## config.mk

```make
export PLATFORM = sky130hd
export DESIGN_NAME = imm_rotate_encoder_flat
export DESIGN_NICKNAME = d
export VERILOG_FILES = /design/src/rtl/imm_rotate_encoder_if.sv /design/src/rtl/imm_rotate_encoder.sv /design/src/flat_wrapper.sv
export SDC_FILE = /design/constraint.sdc
export NUM_CORES = 1
export LEC_CHECK = 0
export ABC_AREA = 1
export CAP_MARGIN = 20
export CELL_PAD_IN_SITES_DETAIL_PLACEMENT = 1
export CELL_PAD_IN_SITES_GLOBAL_PLACEMENT = 2
export CORE_ASPECT_RATIO = 1.1
export CORE_MARGIN = 2
export CORE_UTILIZATION = 32
export DETAILED_ROUTE_END_ITERATION = 8
export HOLD_SLACK_MARGIN = 0.06
export PLACE_DENSITY = 0.86
export RECOVER_POWER = 100
export SETUP_SLACK_MARGIN = 0.05
export SLEW_MARGIN = 20
export SYNTH_ARGS = -nofsm -noshare
export SYNTH_HDL_FRONTEND = slang
export SYNTH_SLANG_ARGS = --single-unit
```

## constraint.sdc

```tcl
create_clock -name clk -period 6.7 [get_ports clk]
set_input_delay 1.005 -clock clk [delete_from_list [all_inputs] [get_ports clk]]
set_output_delay 1.005 -clock clk [all_outputs]
set_load 0.01 [all_outputs]
```

## src/rtl/imm_rotate_encoder_if.sv

```systemverilog
// Valid/ready request and result bundle for imm_rotate_encoder.
// The master drives requests and accepts results; the slave is the encoder.
interface imm_rotate_encoder_if;
  logic        in_valid;
  logic        in_ready;
  logic [31:0] in_value;
  logic        out_valid;
  logic        out_ready;
  logic        out_found;
  logic [11:0] out_shift_operand;
  logic        out_inverted;

  modport master (
    output in_valid, in_value, out_ready,
    input  in_ready, out_valid, out_found, out_shift_operand, out_inverted
  );

  modport slave (
    input  in_valid, in_value, out_ready,
    output in_ready, out_valid, out_found, out_shift_operand, out_inverted
  );
endinterface

```

## src/rtl/imm_rotate_encoder.sv

```systemverilog
// Iterative search for a {rotate_imm, imm8} encoding of a 32-bit constant.
// Define IMM_ROT_ENC_INVERT_EN to also search ~value (MVN form) after a direct miss.
module imm_rotate_encoder #(
  parameter int ROT_PER_CYCLE = 1
) (
  input  logic                 clk,
  input  logic                 rst_n,
  imm_rotate_encoder_if.slave  bus
);

  localparam int         NUM_ROT  = 16;
  localparam logic [3:0] LAST_ROT = 4'(NUM_ROT - ROT_PER_CYCLE);
  localparam logic [3:0] ROT_STEP = 4'(ROT_PER_CYCLE);

  typedef enum logic [1:0] {
    IDLE       = 2'd0,
    SEARCH     = 2'd1,
`ifdef IMM_ROT_ENC_INVERT_EN
    SEARCH_INV = 2'd2,
`endif
    DONE       = 2'd3
  } state_t;

  state_t      state_q, state_d;
  logic [3:0]  rot_q, rot_d;
  logic        found_q, found_d;
  logic [11:0] op_q, op_d;
`ifdef IMM_ROT_ENC_INVERT_EN
  logic        inv_q, inv_d;
`endif
  logic [31:0] value_q;
  logic        load;

  logic [31:0] src;
  logic        hit;
  logic [3:0]  hit_rot;
  logic [7:0]  hit_imm;

  // Rotating left by 2r undoes the decoder's rotate-right by 2r.
  function automatic logic [31:0] rotl_even(input logic [31:0] v, input logic [3:0] r);
    return 32'(({v, v} << {r, 1'b0}) >> 32);
  endfunction

  // Candidate check: lowest rotation in this cycle's window wins.
  always_comb begin
    logic [31:0] cand;
    logic [3:0]  rr;
    cand    = '0;
    rr      = '0;
    src     = value_q;
`ifdef IMM_ROT_ENC_INVERT_EN
    if (state_q == SEARCH_INV) src = ~value_q;
`endif
    hit     = 1'b0;
    hit_rot = '0;
    hit_imm = '0;
    for (int k = 0; k < ROT_PER_CYCLE; k++) begin
      rr   = rot_q + 4'(k);
      cand = rotl_even(src, rr);
      if (!hit && (cand[31:8] == 24'd0)) begin
        hit     = 1'b1;
        hit_rot = rr;
        hit_imm = cand[7:0];
      end
    end
  end

  // Next-state and result update
  always_comb begin
    state_d = state_q;
    rot_d   = rot_q;
    found_d = found_q;
    op_d    = op_q;
`ifdef IMM_ROT_ENC_INVERT_EN
    inv_d   = inv_q;
`endif
    load    = 1'b0;
    case (state_q)
      IDLE: begin
        if (bus.in_valid) begin
          load    = 1'b1;
          rot_d   = '0;
          found_d = 1'b0;
          op_d    = '0;
`ifdef IMM_ROT_ENC_INVERT_EN
          inv_d   = 1'b0;
`endif
          state_d = SEARCH;
        end
      end
      SEARCH: begin
        if (hit) begin
          found_d = 1'b1;
          op_d    = {hit_rot, hit_imm};
          state_d = DONE;
        end else if (rot_q == LAST_ROT) begin
          rot_d   = '0;
          found_d = 1'b0;
          op_d    = '0;
`ifdef IMM_ROT_ENC_INVERT_EN
          state_d = SEARCH_INV;
`else
          state_d = DONE;
`endif
        end else begin
          rot_d = rot_q + ROT_STEP;
        end
      end
`ifdef IMM_ROT_ENC_INVERT_EN
      SEARCH_INV: begin
        if (hit) begin
          found_d = 1'b1;
          op_d    = {hit_rot, hit_imm};
          inv_d   = 1'b1;
          state_d = DONE;
        end else if (rot_q == LAST_ROT) begin
          rot_d   = '0;
          found_d = 1'b0;
          op_d    = '0;
          inv_d   = 1'b0;
          state_d = DONE;
        end else begin
          rot_d = rot_q + ROT_STEP;
        end
      end
`endif
      DONE: begin
        if (bus.out_ready) state_d = IDLE;
      end
      default: state_d = IDLE;
    endcase
  end

  always_ff @(posedge clk or negedge rst_n) begin
    if (!rst_n) begin
      state_q <= IDLE;
      rot_q   <= '0;
      found_q <= 1'b0;
      op_q    <= '0;
`ifdef IMM_ROT_ENC_INVERT_EN
      inv_q   <= 1'b0;
`endif
    end else begin
      state_q <= state_d;
      rot_q   <= rot_d;
      found_q <= found_d;
      op_q    <= op_d;
`ifdef IMM_ROT_ENC_INVERT_EN
      inv_q   <= inv_d;
`endif
    end
  end

  // The latched constant is pure data and is only meaningful after a load.
  always_ff @(posedge clk) begin
    if (load) value_q <= bus.in_value;
  end

  assign bus.in_ready          = (state_q == IDLE);
  assign bus.out_valid         = (state_q == DONE);
  assign bus.out_found         = found_q;
  assign bus.out_shift_operand = op_q;
`ifdef IMM_ROT_ENC_INVERT_EN
  assign bus.out_inverted      = inv_q;
`else
  assign bus.out_inverted      = 1'b0;
`endif

endmodule

```

## src/flat_wrapper.sv

```systemverilog
// flat-port wrapper written by rule: the top's interface ports become plain ports
module imm_rotate_encoder_flat 
#(
  parameter int ROT_PER_CYCLE = 1
)
  (clk, rst_n, bus_in_valid, bus_in_value, bus_out_ready, bus_in_ready, bus_out_valid, bus_out_found, bus_out_shift_operand, bus_out_inverted);
  imm_rotate_encoder_if bus_i ();
  input  logic clk;
  input  logic rst_n;
  input wire logic [$bits(bus_i.in_valid)-1:0] bus_in_valid;
  input wire logic [$bits(bus_i.in_value)-1:0] bus_in_value;
  input wire logic [$bits(bus_i.out_ready)-1:0] bus_out_ready;
  output wire logic [$bits(bus_i.in_ready)-1:0] bus_in_ready;
  output wire logic [$bits(bus_i.out_valid)-1:0] bus_out_valid;
  output wire logic [$bits(bus_i.out_found)-1:0] bus_out_found;
  output wire logic [$bits(bus_i.out_shift_operand)-1:0] bus_out_shift_operand;
  output wire logic [$bits(bus_i.out_inverted)-1:0] bus_out_inverted;
  assign bus_i.in_valid = bus_in_valid;
  assign bus_i.in_value = bus_in_value;
  assign bus_i.out_ready = bus_out_ready;
  assign bus_in_ready = bus_i.in_ready;
  assign bus_out_valid = bus_i.out_valid;
  assign bus_out_found = bus_i.out_found;
  assign bus_out_shift_operand = bus_i.out_shift_operand;
  assign bus_out_inverted = bus_i.out_inverted;
  imm_rotate_encoder #(.ROT_PER_CYCLE(ROT_PER_CYCLE)) u_core (.clk(clk), .rst_n(rst_n), .bus(bus_i));
endmodule
```

# [After elaboration in Yosys (flattened, before gate mapping)]
# Cells that the tools add are included.
[totals] input_bits=36 reg_bits=51 output_inout_bits=16
[op_classes] shifts=1 muxes=22 n_addsub=1 n_eq_ne=7 reduce_logical=6
[ops] op="$shl A64 B5 Y64" n=1
[ops] op="$mux W12" n=3
[ops] op="$logic_not A24 Y1" n=1
[ops] op="$pmux W12 S2" n=1
[ops] op="$mux W4" n=4
[ops] op="$reduce_and A3 Y1" n=3
[ops] op="$mux W2" n=4
[ops] op="$mux W8" n=1
[ops] op="$pmux W4 S2" n=1
[ops] op="$mux W1" n=6
[ops] op="$ne A2 B2 Y1 const B" n=3
[ops] op="$pmux W2 S3" n=1
[ops] op="$add A4 B1 Y4 const B" n=1
[ops] op="$eq A4 B4 Y1 const B" n=1
[ops] op="$ne A3 B1 Y1 const B" n=1
[ops] op="$eq A2 B1 Y1 const B" n=1
[ops] op="$eq A2 B2 Y1 const B" n=1
[ops] op="$logic_not A2 Y1" n=1
[ops] op="$pmux W1 S2" n=1
[ops] op="$reduce_bool A2 Y1" n=1

# [Logic depth before layout (Yosys ltp)]
[logic_depth] ltp_word=5 mapped_depth=18

# [Least setup slack after synthesis]
# OpenSTA, ideal clock, no wires.
[synth_timing] path_kind="input -> register" startpoint="input port bus_in_valid" endpoint="register u_core.value_q[0] (netlist: u_core.src[0]), enable pin" t_required_ns=6.239 n_path_buf=0 stages=2 arrival_ns=3.241 setup_slack_ns=2.998 cell_sequence="inv_1 -> nor3_1"
[synth_via] elab_chain_cells=2
[synth_lines] element="start: declaration" line="flat_wrapper.sv:10" rtl="input wire logic [$bits(bus_i.in_valid)-1:0] bus_in_valid;"
[synth_lines] element="$mux W1" line="imm_rotate_encoder.sv:80" rtl="if (bus.in_valid) begin"
[synth_lines] element="$mux W1" line="imm_rotate_encoder.sv:78" rtl="case (state_q)"
[synth_lines] element="net u_core.load" line="imm_rotate_encoder.sv:32" rtl="logic load;"
[synth_lines] element="end signal: assignment" line="imm_rotate_encoder.sv:156" rtl="if (load) value_q <= bus.in_value;"
[synth_lines] element="end: declaration" line="imm_rotate_encoder.sv:31" rtl="logic [31:0] value_q;"
# The timed path passes the listed nets, and every way through them passes these cells.
# A chain may end at the register's enable or synchronous reset.

# [Final worst setup path]
[layout_timing] startpoint="register u_core.rot_q[1]" endpoint="register u_core.op_q[6] (netlist: u_core.bus.out_shift_operand[6])"
[layout_via] elab_chain_cells=5 elab_cells_between_ends=9 cone_classes="eq/ne: 2; shift: 1; mux: 4; reduce/logical: 2"
[layout_lines] element="start: declaration" line="imm_rotate_encoder.sv:25" rtl="logic [3:0] rot_q, rot_d;"
[layout_lines] element="start signal: assignment" line="imm_rotate_encoder.sv:145" rtl="rot_q <= rot_d;"
[layout_lines] element="$shl A64 B5 Y64" line="imm_rotate_encoder.sv:41" rtl="return 32'(({v, v} << {r, 1'b0}) >> 32);"
[layout_lines] element="$logic_not A24 Y1" line="imm_rotate_encoder.sv:60" rtl="if (!hit && (cand[31:8] == 24'd0)) begin"
[layout_lines] element="$mux W1 or $mux W8 (tied branches)" line="imm_rotate_encoder.sv:60"
[layout_lines] element="$ne A3 B1 Y1 (no line) or $mux W12 (tied branches)"
[layout_lines] element="$reduce_and A3 Y1 (no line) or $pmux W12 S2 (tied branches)"
[layout_lines] element="end signal: assignment" line="imm_rotate_encoder.sv:147" rtl="op_q <= op_d;"
[layout_lines] element="end: declaration" line="imm_rotate_encoder.sv:27" rtl="logic [11:0] op_q, op_d;"
# Several ways; a longest one is shown, not always the timed one.

==> results list <==
- The hold violation count in the final report was 0.
* # hold bufs at CTS: 0
- The flow ran to the end, but the final reports show violations.
- Measured along the x axis, the die boundary spans 98.5 um.
- Top cell type by total area after synthesis: edfxtp_1
* Vias per cell: 4.93
- From synthesis to final layout, the design area changed by 18.1%.
- For the worst setup path, the data required time is 6.95 ns.
* Startpoint class of the critical path: flop
- By area the synthesized netlist is led by edfxtp_1 (31%), nand2_1 (26%), dfrtp_1 (15%).
* Gate Count Post-Synth: 439
- Final core utilization: 0.393
- In this run the worst path has a maximum fanout of 37.
* Count of placed standard cells including taps: 587
* Worst Setup End Kind: flop
* Max clock buf depth: 2
- CTS tree: done
- Worst path buffer plus inverter count: 2
- Failing checks: max-capacitance violations, max-slew violations
* Global-route track usage on met2: 0.259
* Combinational family with the most area after synthesis: simple AND/OR/NAND/NOR gates
- Of the total synthesized cell area, the portion taken by XOR and XNOR cells is 0.00557.
* DRT iter0 DRCs: 85
- Setup violations remaining at the end of the flow were counted as 0.
- In this run the core area contains 37 standard-cell rows.
- Clock tree sinks: 51
- In the global route stage, met1 resource usage came out at 0.198.
* Number of top-level pins: 52
* Effective utilization at floorplan: 0.333
* Mean instance size in the synthesized netlist: 7.16 um2
- Simple-gate portion of the synthesized area: 0.447
- Setup repair after global routing left no endpoint under its margin.
- Antenna diode instance count: 0
- After detailed routing, the average wire length per cell comes to 13.0 um.
- In this design, the largest share of critical-path delay is due to buffers and inverters.
- Top cells by instance count after synthesis: nand2_1 (219), nand3_1 (70), edfxtp_1 (32), nor2_1 (32), dfrtp_1 (19)
* Post-synthesis instance area: 0.00314 mm2
- The number of antenna violations at the first check in global routing is 0.
- Sequential cell area fraction in the yosys report: 0.457
- Total chip power: 1240 uW
- Number of violations of the max-capacitance limit: 2
- The layout has 1,230 filler cells.
* Final Routed Wirelength: 7760 um
* Worst vdd ir: 0.000108 V
- The most used flip-flop cell after synthesis is edfxtp_1.
- Walking the worst path, the cells encountered are clkbuf_1 -> inv_1 -> nand3_1 -> nand2_1 -> nand2_1 -> nand2_1 -> nand2_1 -> nor2_1 -> nand2_1 -> nand2_1 -> nand3_1 -> nand2_4 -> nand2_1 -> nand2_1 -> nand2_1.
* Worst-case headroom to the max-slew limit: -0.116
* Path type of the worst min-delay path: reg -> reg
- Data on the critical path arrives at its endpoint at 4.48 ns.
- At the end of the flow, the number of nets in the layout was 514.
- Share of flip-flops with an asynchronous set or reset: 0.373
- Pins Over Slew Limit: 71
* Remaining global-route overflow: 0
- Vias: 2,935
- Maximum clock frequency: 236 MHz
- Count leader, synth: nand2_1
- Entering global routing, the biggest net connects 39 pins.
- Area fraction of the dominant cell type after synthesis: 0.306
* Fin crit period: 4.23 ns
* Ys Warns: 0
* Core region area: 0.00944 mm2
- In this design, the stage delay of the slowest critical-path cell is 1.16 ns.
- Among the stages of the critical path, the cell type that occurs most often is nand2_1.
* Master of the slowest instance on the critical path: clkbuf_1
- After global routing, the most crowded layer is met2.
- Count of distinct cell types in the synthesized netlist: 29
- The first detailed-routing pass ran for 4 iterations.
* Power density of the placed cells: 335 mW/mm2
- CTS built an H-tree with a depth of 2.
- Final hold analysis gives a worst-case slack of 0.473 ns.
- In the finished design, the share of the clock period the worst path needs comes to 0.631.
* Port Buffers: 50
* Net count after synthesis: 476
* Share of synthesized cell area in full adder, half adder and majority cells: 0.00398
- Number of enable flip-flop cells after synthesis: 32
- The fraction of the mapped netlist area in compound gates is 0.0175.
- Summed over all cells, the static leakage comes to 0.00180 uW.
- Flip-flop and latch count after synthesis: 51
* Post-detailed-placement half-perimeter wirelength: 6100 um
* Via count of the first global-routing pass: 2,858
* M3 GR Usage: 0.0252
* Number of CTS-inserted buffers: 5
* Remaining routing DRC violations: 0
- After clock tree synthesis, the repair step resized 0 gates.
* Final standard cell count with taps included and fillers excluded: 595
- Worst Setup Path Type: reg -> reg
- Setup Total Neg Slack: 0 ns
* Buffers inserted during post-CTS setup optimization: 0
- For the pin with the worst max-slew slack, the measured transition is 1.67 ns.
* Die area: 0.0106 mm2
- Clock latency on the worst-skew pair, taken at its later pin, is 0.31 ns.
* Clk root buf: clkbuf_8
- Wire length of the first global-routing pass: 13,200 um
- Vertical die dimension: 108 um
- After synthesis, the share of cell area in mux cells is 0.
- The clock arrives with 0.00719 ns of skew.
- In the global route stage, overall resource usage came out at 0.152.
* Clock-pin slew of the registers on the worst-case setup and hold paths: 0.09 ns
* Antenna viol nets, final: 0
- Of the cells placed in the final design, the portion with a size suffix greater than 1 is 0.0356.
- Routability-driven placement finished with a final weighted congestion of 0.806.
[final timing paths]
check / from / end / slack, ns / cells past startpoint
worst max register to register: u_core.rot_q[1]$_DFFE_PN0P_ / u_core.bus.out_shift_operand[6]$_DFFE_PN0P_ / 2.47 / 15
max in group asynchronous: rst_n / u_core.rot_q[2]$_DFFE_PN0P_ / 4.94 / 1
worst max-delay path: u_core.rot_q[1]$_DFFE_PN0P_ / u_core.bus.out_shift_operand[6]$_DFFE_PN0P_ / 2.47 / 15
worst min register to register: u_core.bus.out_shift_operand[9]$_DFFE_PN0P_ / u_core.bus.out_shift_operand[9]$_DFFE_PN0P_ / 0.47 / 2
worst min-delay path: u_core.bus.out_shift_operand[9]$_DFFE_PN0P_ / u_core.bus.out_shift_operand[9]$_DFFE_PN0P_ / 0.47 / 2
min in group asynchronous: rst_n / u_core.bus.out_shift_operand[10]$_DFFE_PN0P_ / 1.24 / 1
[per-stage QoR]
step | cell area [um2] | setup slack [ns]
global route | 3710 | 1.91
CTS | 3750 | 4.00
detailed placement | 3670 | 4.02
finish | 3710 | 2.47
global placement | 3670 | 4.10
floorplan | 3140 | 3.00
[worst reg2reg max path, cell delays in order, from the launching register on]
cell	delay [ns]
dfrtp_1	0.33
clkbuf_1	1.16
inv_1	0.97
nand3_1	0.34
nand2_1	0.11
nand2_1	0.07
nand2_1	0.10
nand2_1	0.09
nor2_1	0.04
nand2_1	0.04
nand2_1	0.06
nand3_1	0.23
nand2_4	0.08
nand2_1	0.35
nand2_1	0.13
nand2_1	0.08
[sequential cells by signal (all words and copies together) (netlist names)]
| signal | cells |
|---|---|
| u_core.rot_q | 4 |
| u_core.bus.out_found | 1 |
| u_core.src | 32 |
| u_core.state_q | 2 |
| u_core.bus.out_shift_operand | 12 |
[where the power goes]
group	switching, uW	internal (uW)
sequential	34.0	387
clock	98.3	73.5
combinational	462	191
[logic make-up (layout without fill, tap and decap cells)]
family	count (synthesis)	after routing
DFF	51	51
xor gates and xnor gates	2	2
buffers and inverters	38	77
adders and majority gates	1	1
other	1	1
and+or+nand+nor	335	335
AOI/OAI and AO/OA	11	11
[cells in the final DEF (no fill, tap or decap)]
| cell | n |
|---|---|
| a21oi_1 | 3 |
| buf_4 | 1 |
| clkbuf_1 | 4 |
| clkbuf_8 | 5 |
| clkdlybuf4s50_1 | 1 |
| clkinv_1 | 1 |
| clkinv_2 | 1 |
| conb_1 | 1 |
| dfrtp_1 | 19 |
| dlygate4sd3_1 | 49 |
| edfxtp_1 | 32 |
| ha_1 | 1 |
| inv_1 | 11 |
| inv_2 | 3 |
| inv_4 | 1 |
| nand2_1 | 221 |
| nand2_2 | 2 |
| nand2_4 | 1 |
| nand3_1 | 71 |
| nand4_1 | 3 |
| nor2_1 | 32 |
| nor2_2 | 1 |
| nor2_4 | 1 |
| nor3_1 | 1 |
| nor3b_1 | 1 |
| o21ai_0 | 2 |
| o21ai_1 | 6 |
| or2_2 | 1 |
| xor2_1 | 2 |
[metal layers]
layer  share of wire  up-vias
li1                -     1489
met1            0.47     1376
met2            0.47       60
met3           0.039       10
met4           0.016        0
met5               0        -
[cell type report]
type	count	area, um2	share of cell area
sequential	51	1440	0.387
tap	117	146	0.0394
multi-input combinational	350	1470	0.396
clock buffer	7	76.3	0.0205
inverter	16	62.6	0.0168
clock inverter	1	5.00	0.00135
timing repair buffer	53	515	0.139
No activity file was read; power rests on OpenSTA's default activity.
